`src/rtl/hazard_ctrl_if.sv`:
```
`default_nettype none
// +----------------------------------------------------------------------------+
// | hazard_ctrl_if : pipeline-register taps in, stall/flush/forward selects out |
// | Rev 1.0                                                                     |
// +----------------------------------------------------------------------------+
interface hazard_ctrl_if;
  logic [4:0]  rs1_d, rs2_d;
  logic [4:0]  rs1_e, rs2_e, rd_e;
  logic [1:0]  res_src_e;
  logic        pc_src_e;
  logic [4:0]  rd_m, rd_w;
  logic        reg_wr_m, reg_wr_w;
  logic        mem_req_m, mem_ack;
  logic        stall_f, stall_d, stall_e, stall_m;
  logic        flush_d, flush_e, flush_w;
  logic [1:0]  fwd_a_e, fwd_b_e;
  logic [15:0] stall_cnt;
  logic        err_timeout;

  modport master (
    output rs1_d, rs2_d, rs1_e, rs2_e, rd_e, res_src_e, pc_src_e,
           rd_m, rd_w, reg_wr_m, reg_wr_w, mem_req_m, mem_ack,
    input  stall_f, stall_d, stall_e, stall_m, flush_d, flush_e, flush_w,
           fwd_a_e, fwd_b_e, stall_cnt, err_timeout
  );

  modport slave (
    input  rs1_d, rs2_d, rs1_e, rs2_e, rd_e, res_src_e, pc_src_e,
           rd_m, rd_w, reg_wr_m, reg_wr_w, mem_req_m, mem_ack,
    output stall_f, stall_d, stall_e, stall_m, flush_d, flush_e, flush_w,
           fwd_a_e, fwd_b_e, stall_cnt, err_timeout
  );
endinterface
`default_nettype wire

```
`src/rtl/hazard_ctrl.sv`:
```
`default_nettype none
// +----------------------------------------------------------------------------+
// | hazard_ctrl : 5-stage pipe sequencer (boot bubbles, load-use, branch,       |
// |               data-memory wait) plus EX-stage forwarding selects            |
// | Rev 1.0                                                                     |
// +----------------------------------------------------------------------------+
module hazard_ctrl #(
  parameter int unsigned BOOT_CYCLES = 2,
  parameter int unsigned MEM_TIMEOUT = 255
) (
  input  wire logic      clk,
  input  wire logic      rst,
  hazard_ctrl_if.slave   bus
);

  localparam logic [3:0]  C_BOOT_LAST = 4'(BOOT_CYCLES - 1);
  localparam logic [15:0] C_TIMEOUT   = 16'(MEM_TIMEOUT);
  localparam logic [15:0] C_CNT_MAX   = 16'hFFFF;

  typedef enum logic [1:0] {
    S_BOOT = 2'd0,
    S_RUN  = 2'd1,
    S_WAIT = 2'd2
  } state_t;

  state_t      state_q, state_d;
  logic [3:0]  boot_cnt_q, boot_cnt_d;
  logic [15:0] wait_cnt_q, wait_cnt_d;
  logic [15:0] stall_cnt_q, stall_cnt_d;
  logic        err_q, err_d;

  logic w_stall_f, w_stall_d, w_stall_e, w_stall_m;
  logic w_flush_d, w_flush_e, w_flush_w;
  logic w_lw_hz, w_mem_wait;

  assign w_lw_hz = (bus.res_src_e == 2'b01) && (bus.rd_e != 5'd0) &&
                   ((bus.rd_e == bus.rs1_d) || (bus.rd_e == bus.rs2_d));
  assign w_mem_wait = bus.mem_req_m && !bus.mem_ack;

  always_ff @(posedge clk or posedge rst) begin
    if (rst) begin
      state_q     <= S_BOOT;
      boot_cnt_q  <= 4'd0;
      wait_cnt_q  <= 16'd0;
      stall_cnt_q <= 16'd0;
      err_q       <= 1'b0;
    end else begin
      state_q     <= state_d;
      boot_cnt_q  <= boot_cnt_d;
      wait_cnt_q  <= wait_cnt_d;
      stall_cnt_q <= stall_cnt_d;
      err_q       <= err_d;
    end
  end

  always_comb begin
    state_d    = state_q;
    boot_cnt_d = boot_cnt_q;
    wait_cnt_d = wait_cnt_q;
    err_d      = err_q;
    w_stall_f  = 1'b0;
    w_stall_d  = 1'b0;
    w_stall_e  = 1'b0;
    w_stall_m  = 1'b0;
    w_flush_d  = 1'b0;
    w_flush_e  = 1'b0;
    w_flush_w  = 1'b0;

    case (state_q)
      S_BOOT: begin
        w_stall_f = 1'b1;
        w_flush_d = 1'b1;
        w_flush_e = 1'b1;
        if (boot_cnt_q >= C_BOOT_LAST) begin
          state_d    = S_RUN;
          boot_cnt_d = 4'd0;
        end else begin
          boot_cnt_d = boot_cnt_q + 4'd1;
        end
      end
      // RUN and MEM_WAIT share one decode: the wait is decided combinationally
      // from mem_req_m/mem_ack, the registered state only records it.
      S_RUN, S_WAIT: begin
        if (w_mem_wait) begin
          w_stall_f  = 1'b1;
          w_stall_d  = 1'b1;
          w_stall_e  = 1'b1;
          w_stall_m  = 1'b1;
          w_flush_w  = 1'b1;
          state_d    = S_WAIT;
          wait_cnt_d = (wait_cnt_q >= C_TIMEOUT) ? wait_cnt_q : wait_cnt_q + 16'd1;
          if (wait_cnt_d >= C_TIMEOUT) begin
            err_d = 1'b1;
          end
        end else begin
          state_d    = S_RUN;
          wait_cnt_d = 16'd0;
          if (bus.pc_src_e) begin
            w_flush_d = 1'b1;
            w_flush_e = 1'b1;
          end else if (w_lw_hz) begin
            w_stall_f = 1'b1;
            w_stall_d = 1'b1;
            w_flush_e = 1'b1;
          end
        end
      end
      default: begin
        state_d    = S_BOOT;
        boot_cnt_d = 4'd0;
        wait_cnt_d = 16'd0;
      end
    endcase

    stall_cnt_d = (w_stall_f && (stall_cnt_q != C_CNT_MAX)) ? stall_cnt_q + 16'd1
                                                             : stall_cnt_q;
  end

  function automatic logic [1:0] fwd_sel(
    input logic       in_rst,
    input logic [4:0] rs,
    input logic       wr_m,
    input logic [4:0] rd_m,
    input logic       wr_w,
    input logic [4:0] rd_w
  );
    if (in_rst)                                 return 2'b00;
    else if (wr_m && (rd_m != 5'd0) && (rd_m == rs)) return 2'b10;
    else if (wr_w && (rd_w != 5'd0) && (rd_w == rs)) return 2'b01;
    else                                        return 2'b00;
  endfunction

  assign bus.fwd_a_e = fwd_sel(rst, bus.rs1_e, bus.reg_wr_m, bus.rd_m, bus.reg_wr_w, bus.rd_w);
  assign bus.fwd_b_e = fwd_sel(rst, bus.rs2_e, bus.reg_wr_m, bus.rd_m, bus.reg_wr_w, bus.rd_w);

  assign bus.stall_f     = w_stall_f;
  assign bus.stall_d     = w_stall_d;
  assign bus.stall_e     = w_stall_e;
  assign bus.stall_m     = w_stall_m;
  assign bus.flush_d     = w_flush_d;
  assign bus.flush_e     = w_flush_e;
  assign bus.flush_w     = w_flush_w;
  assign bus.stall_cnt   = stall_cnt_q;
  assign bus.err_timeout = err_q;

endmodule
`default_nettype wire
```
`src/flat_wrapper.sv`:
```
// flat-port wrapper written by rule: the top's interface ports become plain ports
module hazard_ctrl_flat 
#(
  parameter int unsigned BOOT_CYCLES = 2,
  parameter int unsigned MEM_TIMEOUT = 255
)
  (clk, rst, bus_rs1_d, bus_rs2_d, bus_rs1_e, bus_rs2_e, bus_rd_e, bus_res_src_e, bus_pc_src_e, bus_rd_m, bus_rd_w, bus_reg_wr_m, bus_reg_wr_w, bus_mem_req_m, bus_mem_ack, bus_stall_f, bus_stall_d, bus_stall_e, bus_stall_m, bus_flush_d, bus_flush_e, bus_flush_w, bus_fwd_a_e, bus_fwd_b_e, bus_stall_cnt, bus_err_timeout);
  hazard_ctrl_if bus_i ();
  input  wire logic clk;
  input  wire logic rst;
  input wire logic [$bits(bus_i.rs1_d)-1:0] bus_rs1_d;
  input wire logic [$bits(bus_i.rs2_d)-1:0] bus_rs2_d;
  input wire logic [$bits(bus_i.rs1_e)-1:0] bus_rs1_e;
  input wire logic [$bits(bus_i.rs2_e)-1:0] bus_rs2_e;
  input wire logic [$bits(bus_i.rd_e)-1:0] bus_rd_e;
  input wire logic [$bits(bus_i.res_src_e)-1:0] bus_res_src_e;
  input wire logic [$bits(bus_i.pc_src_e)-1:0] bus_pc_src_e;
  input wire logic [$bits(bus_i.rd_m)-1:0] bus_rd_m;
  input wire logic [$bits(bus_i.rd_w)-1:0] bus_rd_w;
  input wire logic [$bits(bus_i.reg_wr_m)-1:0] bus_reg_wr_m;
  input wire logic [$bits(bus_i.reg_wr_w)-1:0] bus_reg_wr_w;
  input wire logic [$bits(bus_i.mem_req_m)-1:0] bus_mem_req_m;
  input wire logic [$bits(bus_i.mem_ack)-1:0] bus_mem_ack;
  output wire logic [$bits(bus_i.stall_f)-1:0] bus_stall_f;
  output wire logic [$bits(bus_i.stall_d)-1:0] bus_stall_d;
  output wire logic [$bits(bus_i.stall_e)-1:0] bus_stall_e;
  output wire logic [$bits(bus_i.stall_m)-1:0] bus_stall_m;
  output wire logic [$bits(bus_i.flush_d)-1:0] bus_flush_d;
  output wire logic [$bits(bus_i.flush_e)-1:0] bus_flush_e;
  output wire logic [$bits(bus_i.flush_w)-1:0] bus_flush_w;
  output wire logic [$bits(bus_i.fwd_a_e)-1:0] bus_fwd_a_e;
  output wire logic [$bits(bus_i.fwd_b_e)-1:0] bus_fwd_b_e;
  output wire logic [$bits(bus_i.stall_cnt)-1:0] bus_stall_cnt;
  output wire logic [$bits(bus_i.err_timeout)-1:0] bus_err_timeout;
  assign bus_i.rs1_d = bus_rs1_d;
  assign bus_i.rs2_d = bus_rs2_d;
  assign bus_i.rs1_e = bus_rs1_e;
  assign bus_i.rs2_e = bus_rs2_e;
  assign bus_i.rd_e = bus_rd_e;
  assign bus_i.res_src_e = bus_res_src_e;
  assign bus_i.pc_src_e = bus_pc_src_e;
  assign bus_i.rd_m = bus_rd_m;
  assign bus_i.rd_w = bus_rd_w;
  assign bus_i.reg_wr_m = bus_reg_wr_m;
  assign bus_i.reg_wr_w = bus_reg_wr_w;
  assign bus_i.mem_req_m = bus_mem_req_m;
  assign bus_i.mem_ack = bus_mem_ack;
  assign bus_stall_f = bus_i.stall_f;
  assign bus_stall_d = bus_i.stall_d;
  assign bus_stall_e = bus_i.stall_e;
  assign bus_stall_m = bus_i.stall_m;
  assign bus_flush_d = bus_i.flush_d;
  assign bus_flush_e = bus_i.flush_e;
  assign bus_flush_w = bus_i.flush_w;
  assign bus_fwd_a_e = bus_i.fwd_a_e;
  assign bus_fwd_b_e = bus_i.fwd_b_e;
  assign bus_stall_cnt = bus_i.stall_cnt;
  assign bus_err_timeout = bus_i.err_timeout;
  hazard_ctrl #(.BOOT_CYCLES(BOOT_CYCLES), .MEM_TIMEOUT(MEM_TIMEOUT)) u_core (.clk(clk), .rst(rst), .bus(bus_i));
endmodule
```
`config.mk`:
```
export PLATFORM = sky130hd
export DESIGN_NAME = hazard_ctrl_flat
export DESIGN_NICKNAME = d
export VERILOG_FILES = /design/src/rtl/hazard_ctrl_if.sv /design/src/rtl/hazard_ctrl.sv /design/src/flat_wrapper.sv
export SDC_FILE = /design/constraint.sdc
export NUM_CORES = 1
export LEC_CHECK = 0
export CORE_ASPECT_RATIO = 0.7
export CORE_MARGIN = 1.5
export CORE_UTILIZATION = 48
export DETAILED_ROUTE_END_ITERATION = 8
export PLACE_DENSITY = 0.81
export SYNTH_ARGS = -nofsm -noshare
export SYNTH_HDL_FRONTEND = slang
export SYNTH_SLANG_ARGS = --single-unit
```
`constraint.sdc`:
```
create_clock -name clk -period 2.4 [get_ports clk]
set_input_delay 0.24 -clock clk [delete_from_list [all_inputs] [get_ports clk]]
set_output_delay 0.24 -clock clk [all_outputs]
set_load 0.05 [all_outputs]
```
==> results of run 1 <==
## synth_stat cells, types with 2 or more instances
master	count	area, µm²
a21o_1	2	15.0
a21oi_1	8	40.0
and3_1	5	31.3
buf_4	2	15.0
clkbuf_1	2	7.51
dfrtp_1	39	976
ha_1	7	87.6
inv_1	9	33.8
inv_2	2	7.51
nand2_1	28	105
nand2_2	2	12.5
nand3_1	11	55.1
nand4_1	2	12.5
nor2_1	14	52.6
nor2_2	3	18.8
nor2b_1	9	56.3
nor3_1	5	25.0
nor3_2	5	50.1
nor4_1	6	37.5
nor4_2	3	37.5
o2111ai_1	2	17.5
o211ai_1	4	30.0
o21ai_0	13	65.1
o21ai_1	4	20.0
or4_1	4	30.0
xnor2_1	21	184
xor2_1	25	219
## path summary, 6_finish.rpt
kind / start / endpoint / slack, ns / depth (start not counted)
worst max register to register: u_core.state_q[0] / u_core.bus.stall_cnt[13] / 0.17 / 9
max in group asynchronous: rst / u_core.bus.stall_cnt[5] / 1.47 / 3
worst max-delay path: bus_rd_m[0] / bus_fwd_a_e[0] / 0.11 / 6
worst min-delay path: u_core.bus.err_timeout / u_core.bus.err_timeout / 0.49 / 2
min in group asynchronous: rst / u_core.bus.stall_cnt[12] / 0.58 / 3
worst min register to register: u_core.bus.err_timeout / u_core.bus.err_timeout / 0.49 / 2
## critical path, delay by kind of cell
family | cells | cell delay, ns
AO/OA/AOI/OAI | 1 | 0.19
buffers and inverters | 2 | 0.59
AND/OR/NAND/NOR | 3 | 1.03
## kinds of logic after synthesis
logic type                 after synthesis  share of synthesized area (%)
AOI/OAI and AO/OA                       41                           11.5
xor gates and xnor gates                46                           16.1
adders and majority gates                7                           3.50
buffers and inverters                   17                           3.20
DFF                                     39                           39.0
muxes                                    2                          0.850
and+or+nand+nor                        109                           25.9
## area by class of cell
type                    instances  area, µm²
flip-flops and latches         39        976
clock buffers                   6       82.6
clock inverters                 2       35.0
well taps                      69       86.3
multi-input cells             205       1490
inverters                      11       45.0
repair buffers                 84        843
fillers                       377       1330
## routing by layer
metal,routed length (µm),vias to the layer above,GRT usage (%)
met5,0,-,0
met4,74,0,5.77
met3,503,11,5.24
met2,2810,80,36.9
met1,3030,1048,36.6
li1,-,1085,-
## where the power goes
| group | total, mW | switching, mW | internal, mW |
|---|---|---|---|
| sequential | 0.867 | 0.113 | 0.755 |
| clock | 0.572 | 0.236 | 0.336 |
| combinational | 1.70 | 1.04 | 0.660 |
## state kept, by name, summed over array words and instances, names as in the netlist
name and cells:
u_core.bus.stall_cnt 16, u_core.wait_cnt_q 16, u_core.boot_cnt_q 4, u_core.state_q 2, u_core.bus.err_timeout 1
## per-stage QoR
stage               worst slack [ns]  cell area (µm²)  total power, mW
floorplan                     0.0358             2530             1.95
global placement              0.0958             3430             2.51
detailed placement            0.0236             3430             2.56
CTS                           0.0202             3540             3.14
global route                  0.0316             3560             3.32
finish                         0.107             3560             3.14
## what timing repair did
item | CTS | global route
endpoints found under the setup margin | 0 | 5
hold buffers | 0 | 0
gates resized for setup | 0 | 3
==> summary.txt, run 1 <==
Outcome
  • Status: complete, no violations

Timing
  • Pins over their slew limit: 0
  • Tightest Pin Transition: 0.516 ns
  • Final Critical Period: around 2.3 ns
  • Setup violations, final: 0
  • Worst hold margin: between 0.4 and 0.5 ns
  • RSZ-0062 raised after global routing: false
  • Max frequency: 436 MHz
  • Rel. slew slack: about 65%
  • Final Hold Fails: 0
  • Post-route clock period utilization: a little over nine tenths
  • Worst Skew: between 0.006 and 0.007 ns
  • Post-route setup TNS: 0 ns

Global routing
  • First-pass GRT wire length: 10.6 mm
  • Vias in the first global route: ~2200
  • All-Layer GR Usage: around 25%
  • Global route overflow: 0
  • Initial antenna violation count: 0
  • Largest net degree at the start of global routing: 40

Worst setup path
  • Slowest library cell on the worst path: or4_1
  • WP data arrival: between 2 and 2.5 ns
  • Required time of the critical path: around 2.2 ns
  • Crit path kind: in2out
  • Critical path peak fanout: 4
  • Worst setup SP type: primary input
  • Cell Chain, Critical Path: clkdlybuf4s50_1 -> or4_1 -> o21ai_4 -> nor3_1 -> nor4_4 -> buf_12
  • Critical path capture point type: output pin
  • Crit-path max cell delay: ~0.58 ns

Drt
  • Vias per inst: roughly 5.3
  • Drt drc: 0
  • 1st-iter DRT viols: 75
  • First-pass iteration count of the detailed router: 4
  • DRT antenna net count: 0
  • DR WL/cell: approximately 15 µm
  • Final wirelength: about 6.4 mm
  • Via count: about 2200

Die
  • # IOs: 72
  • Cell row count: 21
  • CORE AREA: 0.00489 mm²
  • Starting Density: about half
  • Die Y: 63.4 µm
  • Total die area: between 0.005 and 0.006 mm²
  • Die Width: just under 90 µm

Final layout
  • Ratio of cells with drive above 1 in the final layout: 18.2%
  • Layout Cells excl Fill: roughly 420
  • Final Core Density: a little over 70%
  • Layout net count: roughly 400
  • Area growth syn-to-layout: 42.2%
  • Most frequent cells in the layout: clkdlybuf4s50_1, dfrtp_1, nand2_1
  • Commonest non-fill, non-tap cell in the layout: clkdlybuf4s50_1
  • N_diodes: 0

Power
  • P_leak: about 1.5 nW
  • Power density over the cells: 883 mW/mm²
  • VDD IR-drop max: 0.420 mV

Synth
  • Seq/Total Area, Yosys: around two fifths
  • Synth unique cells: between 50 and 60
  • Syn Area/Cell: ~9.6 µm²
  • Cell Area, Synth: between 0.002 and 0.003 mm²
  • Synth Net Count: between 300 and 400
  • Post-synth EDFFs: 0
  • FF+latch count, synth: 39
  • Most used DFF post-synth: dfrtp_1
  • Post-synth ARST share: 100%
  • Ys Warns: 0
  • Gate Count Post-Synth: 261

Place
  • HPWL after detailed placement: about 5 mm
  • Placed cell count: 408
  • # port buffers: between 70 and 80
  • RD Place Congestion: 0.929

CTS
  • CTS tree: built
  • Clock latency on the worst-skew pair: 0.29 ns
  • Deepest clock path buffer count: 2
  • Total CTS buffers: 5
  • H-tree depth: 2
  • Root buf cell: clkbuf_8
  • Clk slew on worst S/H paths: 0.08 ns
  • Post-CTS setup buffer count: 0
  • Sink Count: 39

Hold path
  • Hold Path Class: reg2reg

Run
  • Max cap viols: 0
Power figures use the tool's default switching activity.
==> inputs of run 2 (changes only) <==
--- a/config.mk
+++ b/config.mk
@@ -6,10 +6,10 @@
 export NUM_CORES = 1
 export LEC_CHECK = 0
 export CORE_ASPECT_RATIO = 0.7
-export CORE_MARGIN = 1.5
-export CORE_UTILIZATION = 48
+export CORE_UTILIZATION = 45
 export DETAILED_ROUTE_END_ITERATION = 8
-export PLACE_DENSITY = 0.81
+export PLACE_DENSITY = 0.76
+export SLEW_MARGIN = 30
 export SYNTH_ARGS = -nofsm -noshare
 export SYNTH_HDL_FRONTEND = slang
 export SYNTH_SLANG_ARGS = --single-unit
==> run 2 against run 1 <==
Sequential share of layout area is 0.50 points lower. Cell count increased by 1.2%. Clock power is 15% higher. Power up 3.3%. Final area is 1.9% higher. Register-to-register slack improved by 0.16 ns. Largest power group unchanged. Highest routed layer unchanged.
==> summary.txt, run 2 (synthesized netlist as in run 1, its figures left out) <==
Worst setup path
  • CP dominant cell by count: or4_1
  • Reg-to-reg slack, setup: 0.33 ns
  • Crit path kind: in2out
  • Worst setup SP type: primary input
  • Worst Reg2Reg Path Length in Cells: 9
  • Critical path capture point type: output pin
  • Crit-path max cell delay: 0.62 ns
  • WP data arrival: between 2 and 2.5 ns
  • Slowest library cell on the worst path: or4_1
  • R2r endpoint: u_core.bus.stall_cnt[11]
  • Top Family by Delay on Critical Path: simple AND/OR/NAND/NOR gates
  • CP bufs+invs: 2
  • FF-to-FF Start: u_core.state_q[1]
  • Critical path peak fanout: 2
  • Cell Chain, Critical Path: clkdlybuf4s50_1 -> or4_1 -> o211ai_1 -> or4_1 -> nor4_4 -> buf_12
  • Required time of the critical path: ~2.2 ns

CTS
  • Clock latency on the worst-skew pair: just under 0.3 ns
  • Clk slew on worst S/H paths: approximately 0.080 ns
  • Post-CTS setup buffer count: 0
  • Root buf cell: clkbuf_8
  • Sink Count: 39
  • Deepest clock path buffer count: 2
  • Total CTS buffers: 5
  • Hold buffers post-CTS: 0
  • CTS tree: built
  • H-tree depth: 2
  • Post-CTS sizing: 0

Global routing
  • Largest net degree at the start of global routing: 40
  • Vias in the first global route: roughly 2100
  • Initial antenna violation count: 0
  • First-pass GRT wire length: between 10 and 15 mm
  • Layer with the highest usage: met1
  • Global Route met3 Usage: 4.64%
  • Met1 usage: about 34%
  • All-Layer GR Usage: between 20% and 30%
  • Global route overflow: 0
  • Met2 Use GR: between 30% and 40%

Timing
  • Rel. slew slack: between 60% and 70%
  • Pins over their slew limit: 0
  • Final Critical Period: ~2.3 ns
  • Final Hold Fails: 0
  • Tightest Pin Transition: slightly above 0.5 ns
  • RSZ-0062 raised after global routing: false
  • Max frequency: between 400 and 500 MHz
  • Post-route clock period utilization: between 90% and 100%
  • Setup violations, final: 0
  • Post-route setup TNS: 0 ns
  • Worst Skew: between 0.002 and 0.003 ns

Place
  • # port buffers: between 70 and 80
  • HPWL after detailed placement: ~4.8 mm
  • RD Place Congestion: between 0.8 and 0.9
  • Area post-placement: between 0.003 and 0.004 mm²

Final layout
  • Layout net count: 399
  • Most frequent cells in the layout: clkdlybuf4s50_1, dfrtp_1, nand2_1
  • N_diodes: 0
  • Ratio of cells with drive above 1 in the final layout: 18.1%
  • Area growth syn-to-layout: 44.9%
  • Fillcell total: between 400 and 500
  • Final Core Density: roughly two thirds
  • Commonest non-fill, non-tap cell in the layout: clkdlybuf4s50_1
  • Finished Cell Area: roughly 0.0036 mm²

Die
  • CORE AREA: about 0.0053 mm²
  • Die Width: around 91 µm
  • Total die area: 0.00586 mm²
  • Die Y: ~64 µm
  • Starting Density: between 40 and 50%
  • Cell row count: 22
  • # IOs: 72

Power
  • P_leak: 1.56 nW
  • Power density over the cells: between 800 and 900 mW/mm²
  • VDD IR-drop max: a little under 0.4 mV

Drt
  • DR WL/cell: approximately 14 µm
  • Vias per inst: between 5 and 6
  • Drt drc: 0
  • Final wirelength: 6.06 mm
  • First-pass iteration count of the detailed router: 4
  • Via count: between 2000 and 2500
  • 1st-iter DRT viols: between 90 and 100
  • DRT antenna net count: 0

Outcome
  • Status: complete, no violations

Hold path
  • Hold Path Class: reg2reg
  • Worst Hold Path Cells: 1
  • Hold_sp: u_core.boot_cnt_q[3]
  • Hold Path Sink: u_core.boot_cnt_q[3]

Run
  • Max cap viols: 0
-- run 2: cell types whose count changed in the layout (fill, tap and decap cells not counted), sizes merged --
cell and change:
buf +2, bufinv +1, clkinv -1
-- run 2: how the worst max path moves through the flow --
stage | startpoint | end | slack (ns) | cells after the start
floorplan | u_core.state_q[0] | u_core.bus.stall_cnt[1] | 0.04 | 11
global placement | bus_rd_m[0] | bus_fwd_b_e[0] | 0.13 | 6
detailed placement | bus_rd_e[3] | u_core.bus.stall_cnt[1] | 0.09 | 7
CTS | u_core.state_q[1] | bus_stall_f | 0.10 | 9
global route | bus_rd_w[2] | bus_fwd_b_e[0] | 0.05 | 6
finish | bus_rd_w[3] | bus_fwd_b_e[0] | 0.15 | 6
-- run 2: power by group --
part / internal, mW / switching (mW) / total, mW
Combinational: 0.692 / 1.03 / 1.72
Clock: 0.416 / 0.240 / 0.656
Sequential: 0.754 / 0.109 / 0.863
-- run 2: stage by stage --
step	std cells	hold slack (ns)	worst slack [ns]	total power, mW
final	421	0.489	0.148	3.24
after global routing	421	0.514	0.0487	3.43
after CTS	421	0.494	0.103	3.26
after detailed placement	413	0.482	0.0920	2.60
after global placement	413	0.462	0.130	2.57
after floorplan	261	0.217	0.0358	1.95
-- run 2: area by class of cell --
cell class / instances / area (µm²) / area share (%)
clock buffers: 6 / 72.6 / 2.00
clock inverters: 2 / 60.1 / 1.66
inverters: 11 / 45.0 / 1.24
multi-input cells: 205 / 1480 / 41.0
flip-flops and latches: 39 / 976 / 26.9
well taps: 72 / 90.1 / 2.49
repair buffers: 86 / 896 / 24.7
-- run 2: worst reg2reg max path, cell delays in order, from the launching register on --
cell and delay [ns]:
dfrtp_1 0.38, inv_1 0.05, ha_1 0.34, nand2b_2 0.07, nor3_1 0.15, o211a_1 0.22, a21oi_4 0.08, buf_4 0.18
nor4_1 0.35, xor2_1 0.18
-- run 2: metal layers --
metal / routed length (µm) / up-vias
li1: - / 1088
met1: 3240 / 1034
met4: 74 / 0
met2: 2440 / 54
met3: 297 / 7
met5: 0 / -
==> inputs of run 3 (changes only) <==
--- a/config.mk
+++ b/config.mk
@@ -9,6 +9,7 @@
 export CORE_UTILIZATION = 45
 export DETAILED_ROUTE_END_ITERATION = 8
 export PLACE_DENSITY = 0.76
+export SKIP_CTS_REPAIR_TIMING = 1
 export SLEW_MARGIN = 30
 export SYNTH_ARGS = -nofsm -noshare
 export SYNTH_HDL_FRONTEND = slang
==> results of run 3 <==
Final layout, timing and power as in run 2 (identical DEF).
